$ cat config.mk
export PLATFORM = sky130hd
export DESIGN_NAME = vram_pixel_writer
export DESIGN_NICKNAME = d
export VERILOG_FILES = /design/src/rtl/vram_pixel_writer.sv
export SDC_FILE = /design/constraint.sdc
export NUM_CORES = 1
export LEC_CHECK = 0
export CAP_MARGIN = 20
export CELL_PAD_IN_SITES_DETAIL_PLACEMENT = 0
export CELL_PAD_IN_SITES_GLOBAL_PLACEMENT = 1
export CORE_AREA = 2 2 412 414
export CTS_BUF_LIST = sky130_fd_sc_hd__clkbuf_4
export DETAILED_ROUTE_END_ITERATION = 6
export DIE_AREA = 0 0 414 416
export GPL_ROUTABILITY_DRIVEN = 0
export PLACE_DENSITY_LB_ADDON = 0.1
export SLEW_MARGIN = 15
export SYNTH_ARGS = -nofsm -noshare
export SYNTH_HDL_FRONTEND = slang
export SYNTH_SLANG_ARGS = --single-unit
$ cat constraint.sdc
create_clock -name clk -period 3.7 [get_ports clk]
set_input_delay 0.555 -clock clk [delete_from_list [all_inputs] [get_ports clk]]
set_output_delay 0.555 -clock clk [all_outputs]
set_load 0.1 [all_outputs]
$ cat src/rtl/vram_pixel_writer.sv
// rtl/vram_pixel_writer.sv - queued single-pixel read-modify-write painter for the 64x512 VRAM
module vram_pixel_writer #(
    parameter int FIFO_DEPTH = 4,
    parameter int PIX_W      = 8
) (
    input  logic             clk,
    input  logic             rstn,
    input  logic             in_VALID,
    output logic             out_READY,
    input  logic [5:0]       in_X,
    input  logic [5:0]       in_Y,
    input  logic [PIX_W-1:0] in_COLOR,
    input  logic             in_VRAM_AVAILABLE,
    output logic             out_VRAM_RD,
    output logic             out_VRAM_WR,
    output logic [5:0]       out_VRAM_ADDR,
    output logic [511:0]     out_VRAM_WDATA,
    input  logic [511:0]     in_VRAM_RDATA,
    input  logic             in_VRAM_RDATA_VALID,
    output logic             out_BUSY
);
    localparam int AW = $clog2(FIFO_DEPTH);
    localparam int EW = 12 + PIX_W;

    localparam logic [1:0] S_IDLE    = 2'd0;
    localparam logic [1:0] S_RD_REQ  = 2'd1;
    localparam logic [1:0] S_RD_WAIT = 2'd2;
    localparam logic [1:0] S_WR      = 2'd3;

    logic [1:0]       state;
    logic [EW-1:0]    fifo_mem [FIFO_DEPTH];
    logic [AW-1:0]    wr_ptr;
    logic [AW-1:0]    rd_ptr;
    logic [AW:0]      count;
    logic             push;
    logic             pop;
    logic             full;
    logic             empty;
    logic [EW-1:0]    head;
    logic [5:0]       op_x;
    logic [PIX_W-1:0] op_c;
    logic [5:0]       addr_q;
    logic [511:0]     wdata_q;
    logic [511:0]     merged;
    logic [8:0]       bit_lo;

    assign full  = (count == (AW+1)'(FIFO_DEPTH));
    assign empty = (count == '0);
    assign pop   = (state == S_IDLE) && !empty;
    // A pop frees a slot this very cycle, so a full FIFO may still accept.
    assign out_READY = !full || pop;
    assign push      = in_VALID && out_READY;
    assign head      = fifo_mem[rd_ptr];

    assign out_VRAM_RD    = (state == S_RD_REQ) && in_VRAM_AVAILABLE;
    assign out_VRAM_WR    = (state == S_WR) && in_VRAM_AVAILABLE;
    assign out_VRAM_ADDR  = addr_q;
    assign out_VRAM_WDATA = wdata_q;
    assign out_BUSY       = (state != S_IDLE) || !empty;

    assign bit_lo = 9'(op_x) * 9'(PIX_W);

    always_comb begin
        merged = in_VRAM_RDATA;
        merged[bit_lo +: PIX_W] = op_c;
    end

    always_ff @(posedge clk) begin
        if (push) begin
            fifo_mem[wr_ptr] <= {in_Y, in_X, in_COLOR};
        end
    end

    always_ff @(posedge clk or negedge rstn) begin
        if (!rstn) begin
            wr_ptr <= '0;
            rd_ptr <= '0;
            count  <= '0;
        end else begin
            if (push) wr_ptr <= wr_ptr + 1'b1;
            if (pop)  rd_ptr <= rd_ptr + 1'b1;
            case ({push, pop})
                2'b10:   count <= count + 1'b1;
                2'b01:   count <= count - 1'b1;
                default: count <= count;
            endcase
        end
    end

    always_ff @(posedge clk or negedge rstn) begin
        if (!rstn) begin
            state   <= S_IDLE;
            op_x    <= '0;
            op_c    <= '0;
            addr_q  <= '0;
            wdata_q <= '0;
        end else begin
            case (state)
                S_IDLE: begin
                    if (pop) begin
                        addr_q <= head[EW-1 -: 6];
                        op_x   <= head[PIX_W +: 6];
                        op_c   <= head[PIX_W-1:0];
                        state  <= S_RD_REQ;
                    end
                end
                S_RD_REQ: begin
                    if (in_VRAM_AVAILABLE) state <= S_RD_WAIT;
                end
                S_RD_WAIT: begin
                    if (in_VRAM_RDATA_VALID) begin
                        wdata_q <= merged;
                        state   <= S_WR;
                    end
                end
                S_WR: begin
                    if (in_VRAM_AVAILABLE) state <= S_IDLE;
                end
                default: state <= S_IDLE;
            endcase
        end
    end
endmodule
* Word level (Yosys, flattened, before mapping)
Memory sizes are Yosys's and may differ from the RTL's. A register that Yosys moved wholly into a read port is not among the register bits.
Index checks and enable logic that the tools add are counted.
** Word-level totals
- Register bits after elaboration :: 521
- Memory bits (writable) :: 80
- Bits of input ports :: 537
- Word-level logic and storage cells :: 48
- Memories :: 1
** Memory list
- fifo_mem :: words 4, width 20, rd ports 1, clocked after Yosys merged registers in 1, write ports 1, line 31 : logic [EW-1:0] fifo_mem [FIFO_DEPTH];
** Operators by class
- Add/subtract/negate cells :: 5
- Equal/unequal tests :: 10
- Shifts and indexed selects :: 2
- Muxes and demuxes :: 9
- Reduce and logical (&&, ||, !) cells :: 16
** Operators with widths (number)
- 512-bit bitwise mux :: 1
- 8-bit by 11-bit variable shift with 512-bit output, first input constant :: 1
- 8-bit by 11-bit indexed part select with 512-bit output :: 1
- 9-bit negator with 11-bit output :: 1
- 2-bit two-way mux :: 4
- 2-bit != test, second input constant :: 4
- 2-bit one-hot mux with 4 select lines :: 1
- 2-bit == test, second input constant :: 3
- 3-bit one-hot mux with 2 select lines :: 1
- 2-bit by 1-bit adder with 2-bit output, second input constant :: 2
- 2-bit by 1-bit == test with 1-bit output, second input constant :: 2
- 1-bit logical AND :: 4
- 2-bit AND reduction :: 2
- 4-bit AND reduction :: 1
- 2-bit nonzero test :: 2
- 3-bit by 1-bit adder with 3-bit output, second input constant :: 1
- 3-bit == test, second input constant :: 1
- 1-bit zero test :: 3
- 3-bit zero test :: 1
- 3-bit by 1-bit subtractor with 3-bit output, second input constant :: 1
- 2-bit zero test :: 1
- 1-bit logical OR :: 2
- 1-bit two-way mux :: 2

* Longest topological paths before layout
Gate-level depths: netlist of the first run.
- Depth after elaboration :: 7
- Gate-level depth with buffers :: 13
- Gate-level depth less buffers :: 11

* Worst setup path after synthesis of the first run
Ideal clock, no wire load.
- Kind :: reg2reg
- From :: reg state[0]
- To :: reg count[2]
- Setup time :: 0.079 ns
- Data arrival time :: 3.334 ns
- Required time :: 3.621 ns
- Setup slack :: 0.287 ns
- Stages on the path, launching flop included :: 12
- Period minus slack after synthesis :: 3.413 ns
- Path through :: dfrtp_1 > inv_1 > ha_1 > nand4b_1 > and2_1 > inv_1 > ha_1 > inv_1 > fa_1 > xor2_1 > nor2_1 > xor2_1
** On the way
- Word-level cells in the longest chain between the ends :: 6
** RTL lines
- from (decl) :: line 30 : logic [1:0] state;
- from (signal assigned) :: line 92 : state <= S_IDLE;
- from (signal assigned) :: line 104 : state <= S_RD_REQ;
- from (signal assigned) :: line 108 : if (in_VRAM_AVAILABLE) state <= S_RD_WAIT;
- 2-bit zero test (*) :: line 49 : assign pop = (state == S_IDLE) && !empty;
- 1-bit logical AND (*) :: line 49
- 1-bit logical OR (*) :: line 51 : assign out_READY = !full || pop;
- named net out_READY :: line 9 : output logic out_READY,
- 1-bit logical AND (*) :: line 52 : assign push = in_VALID && out_READY;
- 2-bit by 1-bit == test with 1-bit output / 2-bit == test (equally long branches) :: line 82 : case ({push, pop})
- 3-bit one-hot mux with 2 select lines / 2-bit nonzero test (equally long branches)
- to (signal assigned) :: line 83 : 2'b10: count <= count + 1'b1;
- to (signal assigned) :: line 84 : 2'b01: count <= count - 1'b1;
- to (signal assigned) :: line 85 : default: count <= count;
- to (decl) :: line 34 : logic [AW:0] count;
The timed path passes the listed nets; every way through them passes the cells marked *.
A chain may end at the register's enable or synchronous reset.

* Final worst setup path of the first run
- From :: reg wdata_q[74] (netlist: out_VRAM_WDATA[74])
- To :: out out_VRAM_WDATA[74]
** RTL lines
- from (decl) :: line 43 : logic [511:0] wdata_q;
- from (signal assigned) :: line 112 : wdata_q <= merged;
- to (decl) :: line 17 : output logic [511:0] out_VRAM_WDATA,
No word-level cell between the ends.

==> results by group, run 1 <==
Run status
  • Outcome: complete, no violations

Route
  • DR vias: 29500
  • Pre-antenna DRT Iters: 5
  • Via density: 4.44
  • WL final: 190 mm
  • DRC: 0
  • Routed Antenna Nets: 0
  • DR WL/cell: 28.6 um
  • Initial drt markers: 2191

GRT
  • Total gr overflow: 0
  • Initial antenna violation count: 25
  • First-pass GRT wire length: 261 mm
  • Total GRT Usage: 0.215
  • Largest net degree at the start of global routing: 173
  • Vias in the first global route: 31100

Critical path
  • CP Data Required Time: 3.14 ns
  • Critical Path AT: 2.94 ns
  • CP Buf/Inv Count: 1
  • WS Path Type: reg2out
  • Crit-path leading delay family: buffers and inverters
  • Worst setup SP type: register
  • Endpoint type of the worst setup path: primary output
  • Worst-path fanout max: 2
  • Worst path cell trace: clkdlybuf4s50_1
  • Worst stage delay on the critical path: 1.27 ns
  • Slowest-stage cell, CP: clkdlybuf4s50_1

Synth
  • Cells after Synth: 2577
  • Yosys warns: 0
  • Sequential share of the synthesized area: 0.554
  • Distinct cells, synth: 81
  • Syn_area_per_cell: 11.2 um^2
  • Post-synth EDFFs: 80
  • Register bit total from synthesis: 621
  • Synth Net Count: 3128
  • Async set-or-reset flop fraction in the synthesized netlist: 0.871
  • Synth Flop Type: dfrtp_1
  • Post-Syn Area: 28800 um^2

Clock network
  • Bufs on Longest Clock Path: 3
  • Clk Tree Root Cell: clkbuf_4
  • CTS Buf Count: 198
  • Clk slew on worst S/H paths: 0.06 ns
  • Clk sinks: 621
  • Setup bufs post-CTS: 0
  • CTS tree: built
  • Clk Latency, worst-skew pair: 1.23 ns
  • H-tree lvl count: 4

STA
  • Slew margin rel.: 0.215
  • Clock Skew: 0.0777 ns
  • Fmax: 286 MHz
  • Finish-stage setup viols: 0
  • Period utilisation layout: 0.944
  • Final min period: 3.49 ns
  • Unrepaired setup endpoints after global routing: false
  • Measured slew at the worst slew-check pin: 1.17 ns
  • Final hold violations: 0
  • Final Max Slew Viols: 0
  • Setup_tns: 0 ns

Layout
  • FILL cells: 17800
  • Area grow syn2layout: 74.3%
  • Multi-input logic area: 11800 um^2
  • Number of nets in the layout: 4807
  • Reg area: 16000 um^2
  • Layout cells sized above 1: 0.133

Die
  • Die area: 172000 um^2
  • Row count: 151
  • Core area: 168000 um^2
  • DIE WIDTH: 414 um
  • Starting density of the core: 0.171
  • Die H: 416 um
  • I/O pin cnt: 1059

Placement
  • PortBufs: 1058
  • DP HPWL: 140 mm

Worst hold path
  • Worst hold path class: in2async

Job
  • Max-cap violations: 0
## flip-flops by register name, indices dropped and copies added, names as in the netlist
register,cells
rd_ptr,2
out_VRAM_WDATA,512
out_VRAM_ADDR,6
fifo_mem,80
count,3
op_x,6
state,2
op_c,8
wr_ptr,2
## final cells by class
type	instances	share of cell area
antenna	29	0.00145
clock buffer	296	0.0443
clock inverter	33	0.00439
inverter	20	0.00150
multi-input combinational	1703	0.236
sequential	621	0.318
tap	2218	0.0553
timing repair buffer	1712	0.339
## layout by cell type (no fill, tap or decap), drive strengths merged, types with 8 or more instances in the layout
master	Yosys	layout
mux4	20	20
nand2	232	232
dlygate4sd3	0	519
mux2i	107	107
diode	0	29
clkdlybuf4s50	0	1031
and2	180	180
nand3	36	36
o211ai	16	16
a32oi	40	40
ha	13	13
clkinv	0	23
a222oi	8	8
edfxtp	80	80
nand4	14	14
inv	20	25
nor2	188	188
a31oi	58	58
and3	59	59
buf	66	157
mux2	21	21
a21oi	80	80
dfrtp	541	541
clkbuf	167	296
o21ai	216	216
a221o	288	288
nor4	31	31
nor3	14	14
## layer usage
metal / track usage / wire (um)
met2: 0.374 / 94900
met3: 0.0492 / 10800
met4: 0.0644 / 4970
met1: 0.264 / 79100
met5: 0 / 92
## path summary, 6_finish.rpt
path                                      from                   to  slack (ns)  depth (start not counted)
setup / recovery            out_VRAM_WDATA[74]   out_VRAM_WDATA[74]        0.21                          1
hold / removal                            rstn  out_VRAM_WDATA[351]        0.19                          3
setup reg to reg                       op_x[0]  out_VRAM_WDATA[399]        0.41                          8
hold reg to reg            out_VRAM_WDATA[292]  out_VRAM_WDATA[292]        0.48                          2
max in group asynchronous                 rstn  out_VRAM_WDATA[332]        2.79                          3
min in group clk            in_VRAM_RDATA[127]  out_VRAM_WDATA[127]        0.20                          3
## stage by stage
stage | instances | utilization | setup slack, ns | area, um^2 | hold slack (ns)
6_report | 6632 | 0.298 | 0.205 | 50200 | 0.189
4_1_cts | 6603 | 0.298 | 0.00635 | 50100 | 0.00710
3_3_place_gp | 5753 | 0.252 | 0.419 | 42400 | 0.461
2_1_floorplan | 2577 | - | 0.287 | 28800 | 0.259
5_1_grt | 6622 | 0.298 | 0.0172 | 50200 | 0.0142
3_5_place_dp | 5754 | 0.252 | 0.414 | 42400 | 0.470
## cells in the mapped netlist (all sizes together) (21+ instances only)
cell type    n  area (um^2)
and2       180         1130
clkbuf     167          629
mux2i      107         1070
a21oi       80          423
nor2       188          711
o21ai      216         1100
a32oi       40          350
mux2        21          236
buf         66          364
nor4        31          209
edfxtp      80         2400
nand3       36          185
and3        59          369
a221o      288         2880
a31oi       58          363
nand2      232          876
dfrtp      541        13500
## logic make-up after synthesis
kind of cell             share of synthesized area
buffers and inverters                       0.0371
adder cells (fa/ha/maj)                    0.00635
AND/OR/NAND/NOR                              0.139
XOR/XNOR                                   0.00335
AO/OA/AOI/OAI                                0.200
flip-flops                                   0.554
multiplexers                                0.0611
## timing repair
| item | CTS | global route |
|---|---|---|
| hold endpoints to repair | 1030 | 0 |
| gates resized for setup | 5 | 0 |
| endpoints found under the setup margin | 5 | 0 |
| hold buffers | 520 | 0 |
Power of run 1 is left out: the tool's default activity adds up to more than one toggle a clock period on the data nets, which glitch-free logic cannot reach.
==> inputs of run 2 (changes only) <==
--- a/config.mk
+++ b/config.mk
@@ -14,6 +14,7 @@
 export DIE_AREA = 0 0 414 416
 export GPL_ROUTABILITY_DRIVEN = 0
 export PLACE_DENSITY_LB_ADDON = 0.1
+export RECOVER_POWER = 100
 export SLEW_MARGIN = 15
 export SYNTH_ARGS = -nofsm -noshare
 export SYNTH_HDL_FRONTEND = slang
==> results by group, run 2 (synthesis results as in run 1) <==
Run status
  • Outcome: complete, but fails checks
  • Failing checks: capacitance limit, slew limit

GRT
  • First-pass GRT wire length: 261 mm (unchanged)
  • Total gr overflow: 0 (unchanged)
  • Largest net degree at the start of global routing: 173 (unchanged)
  • Initial antenna violation count: 27 (+8.0%)
  • Total GRT Usage: 0.215 (unchanged)
  • Vias in the first global route: 31100 (unchanged)

Critical path
  • Critical Path AT: 2.95 ns (about the same)
  • Worst stage delay on the critical path: 1.30 ns (+0.03 ns)
  • CP Data Required Time: 3.14 ns (about the same)
  • CP Buf/Inv Count: 1 (unchanged)
  • Worst path cell trace: dlygate4sd3_1
  • Worst setup SP type: register
  • Endpoint type of the worst setup path: primary output
  • Slowest-stage cell, CP: dlygate4sd3_1
  • Worst-path fanout max: 2 (unchanged)
  • Crit-path leading delay family: buffers and inverters
  • WS Path Type: reg2out

STA
  • Fmax: 286 MHz (-0.20%)
  • Clock Skew: 0.0745 ns (-0.00327 ns)
  • Final Max Slew Viols: 35 (+35)
  • Slew margin rel.: -0.687 (-0.903)
  • Final min period: 3.50 ns (+0.00704 ns)
  • Setup_tns: 0 ns (unchanged)
  • Measured slew at the worst slew-check pin: 2.53 ns (+1.36 ns)
  • Final hold violations: 0 (unchanged)
  • Unrepaired setup endpoints after global routing: false
  • Finish-stage setup viols: 0 (unchanged)
  • Period utilisation layout: 0.946 (+0.00190)
  • Worst-case hold slack: 0.237 ns (+0.0478 ns)

Route
  • Via density: 4.44 (about the same)
  • DRC: 0 (unchanged)
  • Met1 WL: 78.5 mm (-0.77%)
  • DR vias: 29500 (-0.098%)
  • DR WL/cell: 28.6 um (about the same)
  • Pre-antenna DRT Iters: 5 (unchanged)
  • Initial drt markers: 2180 (-0.50%)
  • DR top layer: met5
  • Met3 routed WL: 10.8 mm (-0.20%)
  • WL final: 190 mm (-0.14%)
  • Routed Antenna Nets: 0 (unchanged)
  • Met2 routed WL: 95.4 mm (+0.46%)

Layout
  • Reg area: 16000 um^2 (unchanged)
  • Multi-input logic area: 11700 um^2 (-0.96%)
  • Most common cell after layout, fill and taps aside: dlygate4sd3_1
  • Commonest non-fill, non-tap cells in the layout: 1033 x dlygate4sd3_1, 533 x dfrtp_1, 517 x clkdlybuf4s50_1
  • Layout cells sized above 1: 0.119 (-0.0132)
  • Final Cell Area: 49700 um^2 (-0.89%)
  • Area grow syn2layout: 72.8%
  • Max FFs per register: 512 (unchanged)
  • FILL cells: 17900 (+0.42%)
  • Number of nets in the layout: 4807 (unchanged)

Clock network
  • CTS Buf Count: 198 (unchanged)
  • Clk Latency, worst-skew pair: 1.19 ns (-0.04 ns)
  • Clk slew on worst S/H paths: 0.06 ns (about the same)
  • H-tree lvl count: 4 (unchanged)
  • Bufs on Longest Clock Path: 3 (unchanged)
  • CTS tree: built
  • Clk Tree Root Cell: clkbuf_4
  • Setup bufs post-CTS: 0 (unchanged)
  • Clk sinks: 621 (unchanged)

Die
  • Die area: 172000 um^2 (unchanged)
  • DIE WIDTH: 414 um (unchanged)
  • Core area: 168000 um^2 (unchanged)
  • Die H: 416 um (unchanged)
  • I/O pin cnt: 1059 (unchanged)
  • Row count: 151 (unchanged)
  • Starting density of the core: 0.171 (unchanged)

Job
  • Max-cap violations: 2 (+2)

Placement
  • PortBufs: 1058 (unchanged)
  • DP HPWL: 140 mm (unchanged)
  • Dpl cell area: 42400 um^2 (unchanged)

Worst hold path
  • Worst hold path class: in2reg
-- run 2: timing repair --
action | 4_1_cts | 5_1_grt
resized for setup | 5 | 0
endpoints found under the setup margin | 5 | 0
hold buffers | 520 | 0
hold endpoints to repair | 1030 | 0
-- run 2: layout make-up --
| type | instances | share of cell area |
|---|---|---|
| Tap cell | 2218 | 0.0558 |
| Clock buffer | 296 | 0.0447 |
| Antenna cell | 24 | 0.00121 |
| Clock inverter | 33 | 0.00443 |
| Sequential cell | 621 | 0.321 |
| Timing Repair Buffer | 1712 | 0.336 |
| Inverter | 20 | 0.00151 |
| Multi-Input combinational cell | 1703 | 0.236 |
-- run 2: per-stage QoR --
| stage | worst slack [ns] | std cells | util |
|---|---|---|---|
| finish | 0.198 | 6627 | 0.296 |
| global route | 0.0170 | 6619 | 0.296 |
| CTS | 0.00635 | 6603 | 0.298 |
| detailed placement | 0.414 | 5754 | 0.252 |
| global placement | 0.419 | 5753 | 0.252 |
| floorplan | 0.287 | 2577 | - |
-- run 2: final timing paths --
| kind | start | end | slack (ns) | cells past startpoint |
|---|---|---|---|---|
| min reg2reg | out_VRAM_WDATA[292] | out_VRAM_WDATA[292] | 0.47 | 2 |
| max reg2reg | op_x[0] | out_VRAM_WDATA[156] | 0.21 | 8 |
| max | out_VRAM_WDATA[72] | out_VRAM_WDATA[72] | 0.20 | 1 |
| min | in_VRAM_RDATA[127] | out_VRAM_WDATA[127] | 0.24 | 3 |
| min in group asynchronous | rstn | out_VRAM_WDATA[351] | 1.65 | 3 |
| max in group asynchronous | rstn | out_VRAM_WDATA[2] | 0.36 | 4 |
-- run 2: metal layers --
| layer | vias up | track usage |
|---|---|---|
| met1 | 14900 | 0.264 |
| met2 | 1042 | 0.374 |
| met4 | 18 | 0.0644 |
| met3 | 264 | 0.0492 |
| li1 | 13200 | - |
| met5 | - | 0 |
Power of run 2 is left out for the same reason.
